==> src/rtl/div_rr_sequencer_if.sv <==
// Request/response bundle for div_rr_sequencer.
// master: requesters + result consumer. slave: the sequencer.
interface div_rr_sequencer_if #(
    parameter int NREQ  = 2,
    parameter int WIDTH = 4,
    parameter int IDW   = 1
);
    logic [NREQ-1:0]       req_valid;
    logic [NREQ-1:0]       req_ready;
    logic [NREQ*WIDTH-1:0] req_dividend;
    logic [NREQ*WIDTH-1:0] req_divisor;
    logic                  rsp_valid;
    logic                  rsp_ready;
    logic [IDW-1:0]        rsp_id;
    logic [WIDTH-1:0]      rsp_quot;
    logic [WIDTH-1:0]      rsp_rem;
    logic                  rsp_dbz;

    modport master (
        output req_valid, req_dividend, req_divisor, rsp_ready,
        input  req_ready, rsp_valid, rsp_id, rsp_quot, rsp_rem, rsp_dbz
    );

    modport slave (
        input  req_valid, req_dividend, req_divisor, rsp_ready,
        output req_ready, rsp_valid, rsp_id, rsp_quot, rsp_rem, rsp_dbz
    );
endinterface

==> src/rtl/div_rr_sequencer.sv <==
// Round-robin front-end sharing one restoring divider (one quotient bit
// per cycle, MSB first) between NREQ requesters. Results are returned
// tagged with the owner's ID on a valid/ready channel.
// Divide-by-zero: quot = all ones, rem = dividend, dbz = 1.
// Optional macro DIV_RR_SEQUENCER_PERF_EN adds saturating 16-bit
// perf_ops / perf_dbz completion counters.
//
// state | meaning
// ------+--------------------------------------------------------------
// IDLE  | arbitrating; req_ready one-hot on the round-robin winner
// ITER  | restoring divide, bit counter counts down to 0
// DONE  | result held on rsp_*, waiting for rsp_ready
module div_rr_sequencer #(
    parameter int NREQ  = 2,
    parameter int WIDTH = 4,
    parameter int IDW   = 1
) (
    input  logic                   clk,
    input  logic                   rst_n,
    output logic                   busy,
`ifdef DIV_RR_SEQUENCER_PERF_EN
    output logic [15:0]            perf_ops,
    output logic [15:0]            perf_dbz,
`endif
    div_rr_sequencer_if.slave      bus
);

    localparam int CW = (WIDTH > 1) ? $clog2(WIDTH) : 1;

    typedef enum logic [1:0] {
        S_IDLE = 2'd0,
        S_ITER = 2'd1,
        S_DONE = 2'd2
    } state_t;

    state_t           state_q, state_d;
    logic [IDW-1:0]   ptr_q, ptr_d;
    logic [CW-1:0]    cnt_q, cnt_d;
    logic [WIDTH-1:0] dvd_q, dvd_d;
    logic [WIDTH-1:0] dvs_q, dvs_d;
    logic [WIDTH-1:0] pr_q, pr_d;
    logic [WIDTH-1:0] quot_q, quot_d;
    logic [IDW-1:0]   id_q, id_d;
    logic [IDW-1:0]   rsp_id_q, rsp_id_d;
    logic [WIDTH-1:0] rsp_quot_q, rsp_quot_d;
    logic [WIDTH-1:0] rsp_rem_q, rsp_rem_d;
    logic             rsp_dbz_q, rsp_dbz_d;

    logic [NREQ-1:0]  gnt_oh;
    logic [IDW-1:0]   gnt_id;
    logic             gnt_any;
    logic [WIDTH-1:0] sel_dvd;
    logic [WIDTH-1:0] sel_dvs;
    logic             accept;
    logic             fire;

    logic [WIDTH:0]   trial;
    logic [WIDTH:0]   diff;
    logic             qbit;
    logic [WIDTH-1:0] pr_step;
    logic [WIDTH-1:0] quot_step;

    // Round-robin pick: first valid requester scanning up from ptr_q, wrapping.
    always_comb begin
        gnt_oh  = '0;
        gnt_id  = '0;
        gnt_any = 1'b0;
        for (int k = 0; k < NREQ; k++) begin
            for (int i = 0; i < NREQ; i++) begin
                if (!gnt_any && bus.req_valid[i] &&
                    (((int'(ptr_q) + k) % NREQ) == i)) begin
                    gnt_any   = 1'b1;
                    gnt_oh[i] = 1'b1;
                    gnt_id    = IDW'(i);
                end
            end
        end
    end

    // Operand mux for the granted requester.
    always_comb begin
        sel_dvd = '0;
        sel_dvs = '0;
        for (int i = 0; i < NREQ; i++) begin
            if (gnt_oh[i]) begin
                sel_dvd = bus.req_dividend[i*WIDTH +: WIDTH];
                sel_dvs = bus.req_divisor[i*WIDTH +: WIDTH];
            end
        end
    end

    assign accept = (state_q == S_IDLE) && gnt_any;
    assign fire   = (state_q == S_DONE) && bus.rsp_ready;

    // One restoring step: bring down the next dividend bit, trial-subtract.
    always_comb begin
        trial     = {pr_q, dvd_q[cnt_q]};
        diff      = trial - {1'b0, dvs_q};
        qbit      = (trial >= {1'b0, dvs_q});
        pr_step   = qbit ? WIDTH'(diff) : WIDTH'(trial);
        quot_step = (quot_q << 1) | WIDTH'(qbit);
    end

    // FSM state register.
    always_ff @(posedge clk or negedge rst_n) begin
        if (!rst_n) begin
            state_q <= S_IDLE;
        end else begin
            state_q <= state_d;
        end
    end

    // FSM next-state.
    always_comb begin
        state_d = state_q;
        unique case (state_q)
            S_IDLE: begin
                if (accept) begin
                    state_d = (sel_dvs == '0) ? S_DONE : S_ITER;
                end
            end
            S_ITER: begin
                if (cnt_q == '0) begin
                    state_d = S_DONE;
                end
            end
            S_DONE: begin
                if (bus.rsp_ready) begin
                    state_d = S_IDLE;
                end
            end
            default: state_d = S_IDLE;
        endcase
    end

    // FSM outputs.
    always_comb begin
        bus.req_ready = (state_q == S_IDLE) ? gnt_oh : '0;
        bus.rsp_valid = (state_q == S_DONE);
        busy          = (state_q != S_IDLE);
    end

    assign bus.rsp_id   = rsp_id_q;
    assign bus.rsp_quot = rsp_quot_q;
    assign bus.rsp_rem  = rsp_rem_q;
    assign bus.rsp_dbz  = rsp_dbz_q;

    // Datapath next values: capture on accept, iterate, load result registers.
    always_comb begin
        ptr_d      = ptr_q;
        cnt_d      = cnt_q;
        dvd_d      = dvd_q;
        dvs_d      = dvs_q;
        pr_d       = pr_q;
        quot_d     = quot_q;
        id_d       = id_q;
        rsp_id_d   = rsp_id_q;
        rsp_quot_d = rsp_quot_q;
        rsp_rem_d  = rsp_rem_q;
        rsp_dbz_d  = rsp_dbz_q;
        unique case (state_q)
            S_IDLE: begin
                if (accept) begin
                    id_d  = gnt_id;
                    dvd_d = sel_dvd;
                    dvs_d = sel_dvs;
                    ptr_d = (int'(gnt_id) == NREQ - 1) ? '0 : gnt_id + IDW'(1);
                    if (sel_dvs == '0) begin
                        rsp_id_d   = gnt_id;
                        rsp_quot_d = '1;
                        rsp_rem_d  = sel_dvd;
                        rsp_dbz_d  = 1'b1;
                    end else begin
                        cnt_d  = CW'(WIDTH - 1);
                        pr_d   = '0;
                        quot_d = '0;
                    end
                end
            end
            S_ITER: begin
                pr_d   = pr_step;
                quot_d = quot_step;
                cnt_d  = cnt_q - CW'(1);
                if (cnt_q == '0) begin
                    rsp_id_d   = id_q;
                    rsp_quot_d = quot_step;
                    rsp_rem_d  = pr_step;
                    rsp_dbz_d  = 1'b0;
                end
            end
            default: begin
            end
        endcase
    end

    // Datapath and result registers.
    always_ff @(posedge clk or negedge rst_n) begin
        if (!rst_n) begin
            ptr_q      <= '0;
            cnt_q      <= '0;
            dvd_q      <= '0;
            dvs_q      <= '0;
            pr_q       <= '0;
            quot_q     <= '0;
            id_q       <= '0;
            rsp_id_q   <= '0;
            rsp_quot_q <= '0;
            rsp_rem_q  <= '0;
            rsp_dbz_q  <= 1'b0;
        end else begin
            ptr_q      <= ptr_d;
            cnt_q      <= cnt_d;
            dvd_q      <= dvd_d;
            dvs_q      <= dvs_d;
            pr_q       <= pr_d;
            quot_q     <= quot_d;
            id_q       <= id_d;
            rsp_id_q   <= rsp_id_d;
            rsp_quot_q <= rsp_quot_d;
            rsp_rem_q  <= rsp_rem_d;
            rsp_dbz_q  <= rsp_dbz_d;
        end
    end

`ifdef DIV_RR_SEQUENCER_PERF_EN
    logic [15:0] perf_ops_q, perf_ops_d;
    logic [15:0] perf_dbz_q, perf_dbz_d;

    // Saturating completion counters.
    always_comb begin
        perf_ops_d = perf_ops_q;
        perf_dbz_d = perf_dbz_q;
        if (fire && (perf_ops_q != 16'hFFFF)) begin
            perf_ops_d = perf_ops_q + 16'd1;
        end
        if (fire && rsp_dbz_q && (perf_dbz_q != 16'hFFFF)) begin
            perf_dbz_d = perf_dbz_q + 16'd1;
        end
    end

    // Counter registers.
    always_ff @(posedge clk or negedge rst_n) begin
        if (!rst_n) begin
            perf_ops_q <= '0;
            perf_dbz_q <= '0;
        end else begin
            perf_ops_q <= perf_ops_d;
            perf_dbz_q <= perf_dbz_d;
        end
    end

    assign perf_ops = perf_ops_q;
    assign perf_dbz = perf_dbz_q;
`else
    logic unused_fire;
    assign unused_fire = fire;
`endif

endmodule

==> src/flat_wrapper.sv <==
// flat-port wrapper written by rule: the top's interface ports become plain ports
module div_rr_sequencer_flat 
#(
    parameter int NREQ  = 2,
    parameter int WIDTH = 4,
    parameter int IDW   = 1
)
  (clk, rst_n, busy, bus_req_valid, bus_req_dividend, bus_req_divisor, bus_rsp_ready, bus_req_ready, bus_rsp_valid, bus_rsp_id, bus_rsp_quot, bus_rsp_rem, bus_rsp_dbz);
  div_rr_sequencer_if #(.NREQ(NREQ), .WIDTH(WIDTH), .IDW(IDW)) bus_i ();
  input  logic clk;
  input  logic rst_n;
  output logic busy;
  input wire logic [$bits(bus_i.req_valid)-1:0] bus_req_valid;
  input wire logic [$bits(bus_i.req_dividend)-1:0] bus_req_dividend;
  input wire logic [$bits(bus_i.req_divisor)-1:0] bus_req_divisor;
  input wire logic [$bits(bus_i.rsp_ready)-1:0] bus_rsp_ready;
  output wire logic [$bits(bus_i.req_ready)-1:0] bus_req_ready;
  output wire logic [$bits(bus_i.rsp_valid)-1:0] bus_rsp_valid;
  output wire logic [$bits(bus_i.rsp_id)-1:0] bus_rsp_id;
  output wire logic [$bits(bus_i.rsp_quot)-1:0] bus_rsp_quot;
  output wire logic [$bits(bus_i.rsp_rem)-1:0] bus_rsp_rem;
  output wire logic [$bits(bus_i.rsp_dbz)-1:0] bus_rsp_dbz;
  assign bus_i.req_valid = bus_req_valid;
  assign bus_i.req_dividend = bus_req_dividend;
  assign bus_i.req_divisor = bus_req_divisor;
  assign bus_i.rsp_ready = bus_rsp_ready;
  assign bus_req_ready = bus_i.req_ready;
  assign bus_rsp_valid = bus_i.rsp_valid;
  assign bus_rsp_id = bus_i.rsp_id;
  assign bus_rsp_quot = bus_i.rsp_quot;
  assign bus_rsp_rem = bus_i.rsp_rem;
  assign bus_rsp_dbz = bus_i.rsp_dbz;
  div_rr_sequencer #(.NREQ(NREQ), .WIDTH(WIDTH), .IDW(IDW)) u_core (.clk(clk), .rst_n(rst_n), .busy(busy), .bus(bus_i));
endmodule
==> config.mk <==
export PLATFORM = sky130hd
export DESIGN_NAME = div_rr_sequencer_flat
export DESIGN_NICKNAME = d
export VERILOG_FILES = /design/src/rtl/div_rr_sequencer_if.sv /design/src/rtl/div_rr_sequencer.sv /design/src/flat_wrapper.sv
export SDC_FILE = /design/constraint.sdc
export NUM_CORES = 1
export LEC_CHECK = 0
export BUFFER_PORTS_ARGS = -buffer_cell sky130_fd_sc_hd__buf_2
export CORE_ASPECT_RATIO = 1.1
export CORE_UTILIZATION = 58
export DETAILED_ROUTE_END_ITERATION = 12
export PLACE_DENSITY = 0.81
export SLEW_MARGIN = 20
export SYNTH_ARGS = -nofsm -noshare
export SYNTH_HDL_FRONTEND = slang
export SYNTH_SLANG_ARGS = --single-unit
export TNS_END_PERCENT = 5
==> constraint.sdc <==
create_clock -name clk -period 6.9 [get_ports clk]
set_clock_uncertainty 0.15 [all_clocks]
set_input_delay 0.345 -clock clk [delete_from_list [all_inputs] [get_ports clk]]
set_output_delay 0.345 -clock clk [all_outputs]
set_load 0.005 [all_outputs]
==> results_dict.tcl <==
set metrics [dict create \
    synth_cell_types 46 \
    netlist.area_leader.share 0.463 \
    fillers 236 \
    die_area_mm2 0.00311 \
    diodes 0 \
    cts-resized-gates 0 \
    totalWireLength_um 3350 \
    period_share 0.351 \
    vias 1385 \
    r2r_setup_slack_ns 4.47 \
    grt_use_total 0.258 \
    seq_area_um2 776 \
    ios 35 \
    synthesis.area_mm2 0.00167 \
    synth_most_common_cell "dfrtp_1" \
    ys_warn_count 0 \
    whs_path_depth 4 \
    rr_worst_depth 8 \
    min_path_type "in -> reg" \
    cts_tree "built" \
    grt_setup_unrepaired "no" \
    grt_pass1_wl_um 5860 \
    synth_edf_count 0 \
    grt_max_degree 32 \
    synthFlopType "dfrtp_1" \
    multi_input_area_um2 810 \
    slew_headroom 0.310 \
    gp_congestion 0.891 \
    netlist_instances 170 \
    timing.fmax_ghz 0.412 \
    synthArstFlopShare 1.00 \
    clock_latency_ns 0.32 \
    seq_area_frac_synth 0.463 \
    status "complete, no violations" \
    num_rows 20 \
    peakVddDrop_mv 0.310 \
    crit_type "reg -> reg" \
    drive_above_1_share 0.262 \
    startpoint_type "flop" \
    ctsHoldBuffers 1 \
    drc 0 \
    synth_seq_cells 31 \
    worstMarginPinSlew_ns 1.03 \
    area_growth_syn_to_layout_pct 16.0 \
    netlist_top_cells_count "dfrtp_1 (31), nor2_1 (21), nand2_1 (17), inv_1 (13), a21oi_1 (12)" \
    via_per_inst 5.79 \
    drtIter0Drc 40 \
    die_height_um 58.3 \
    setup.worst_path.end_class "flop" \
    clock_sinks 31 \
    grt_pass1_vias 1333 \
    cts_setup_buffers 0 \
    synth_fp_nets 197 \
    p_per_area_mw_per_mm2 530 \
    leakage_nw 0.958 \
    cp_max_fo 4 \
    cap_violations 0 \
    synthTopCellsByArea "dfrtp_1 (46%), nor2_1 (4.7%), a22oi_1 (4.0%), nand2_1 (3.8%), ha_1 (3.7%)" \
    ctsHtreeMaxLevel 2 \
    numCtsBuffers 5 \
    antenna_found_initial 0 \
    path_clk_slew_ns 0.10 \
    coreArea_mm2 0.00275 \
    wl_per_cell_um 14.0 \
    setup_viol 0 \
    die_w_um 53.2 \
    grt_overflow 0 \
    fin_nets 232 \
    tns_ns 0 \
    initial_utilization 0.608 \
    yosysTopAreaCell "dfrtp_1" \
    cp.arrival_ns 2.49 \
    cts_buffer_depth 2 \
    ant_nets 0 \
    fin_crit_ns 2.43 \
    avgSynthCellArea_um2 9.85 \
    final_max_slew_viol_count 0 \
    dp_hpwl_um 2520 \
    holdWs_ns 0.168 \
    hold_viol 0 \
    required_ns 6.96 \
    clock-root-buffer "clkbuf_4" \
    numPortBuffers 34 \
    dr.pass1.iters 4 \
]
[critical path, stage by stage (launching register included)]
cell and delay, ns:
dfrtp_1 0.41, mux4_2 0.52, inv_1 0.07, ha_1 0.16, inv_1 0.07, fa_1 0.42
xor2_1 0.16, o21ai_0 0.26, nand2_1 0.09
[cell type report]
type | instances | share of cell area
clock buffer | 6 | 0.0264
clock inverter | 2 | 0.0180
inverter | 13 | 0.0251
multi-input combinational | 119 | 0.417
sequential | 31 | 0.399
tap | 33 | 0.0213
timing repair buffer | 35 | 0.0928
[routing by layer]
layer | up-vias | global-route usage | share of wire
met5 | - | 0 | 0
met4 | 0 | 0.0902 | 0.013
met3 | 6 | 0.0594 | 0.056
met2 | 47 | 0.432 | 0.49
met1 | 662 | 0.323 | 0.44
li1 | 670 | - | -
[report_power, final]
part,internal (mW),leakage (nW),switching (mW)
registers,0.274,0.371,0.0610
clock network,0.0856,0.0482,0.0644
logic,0.234,0.540,0.310
[stage by stage]
stage               total power [mW]   util  worst slack [ns]  std cells  cell area [um2]
global placement               0.856  0.670              4.53        230             1850
global route                    1.12  0.705              4.29        239             1940
CTS                             1.03  0.705              4.46        239             1940
finish                          1.03  0.705              4.47        239             1940
detailed placement             0.882  0.670              4.48        230             1850
floorplan                      0.753      -              4.60        170             1670
[cells by family after synthesis]
| family | Yosys count | synth area share |
|---|---|---|
| compound gates | 58 | 0.270 |
| xor+xnor | 1 | 0.00523 |
| fa+ha+maj | 6 | 0.0493 |
| buf+inv | 20 | 0.0531 |
| flops | 31 | 0.463 |
| mux | 2 | 0.0194 |
| simple gates | 52 | 0.140 |
[registers in the layout, indices dropped and copies added, names as in the netlist]
signal	cells
u_core.bus.rsp_id	1
u_core.dvs_q	4
u_core.state_q	2
u_core.dvd_q	4
u_core.cnt_q	2
u_core.quot_q	3
u_core.bus.rsp_quot	4
u_core.bus.rsp_rem	4
u_core.pr_q	4
u_core.ptr_q	1
u_core.id_q	1
u_core.bus.rsp_dbz	1
[layout by cell type (no fill, tap or decap), drive strengths merged, types with 2 or more instances in the layout]
| cell | count |
|---|---|
| a32oi | 2 |
| a21o | 3 |
| nor2b | 4 |
| nand2b | 2 |
| ha | 5 |
| dfrtp | 31 |
| buf | 34 |
| nor2 | 21 |
| o21ba | 2 |
| o31a | 2 |
| a21oi | 14 |
| inv | 13 |
| or4 | 2 |
| nand2 | 17 |
| clkbuf | 6 |
| o21ai | 12 |
| a22oi | 9 |
| a22o | 3 |
| a21boi | 2 |
| and2 | 2 |
[worst paths after layout]
check / startpoint / to
max: u_core.cnt_q[0] / u_core.pr_q[2]
min: bus_rsp_ready / u_core.state_q[1]
max reg2reg: u_core.cnt_q[0] / u_core.pr_q[2]
min reg2reg: u_core.bus.rsp_id / u_core.bus.rsp_id
max in group asynchronous: rst_n / u_core.cnt_q[1]
min in group asynchronous: rst_n / u_core.bus.rsp_rem[3]
(Power assumes the default switching activity.)
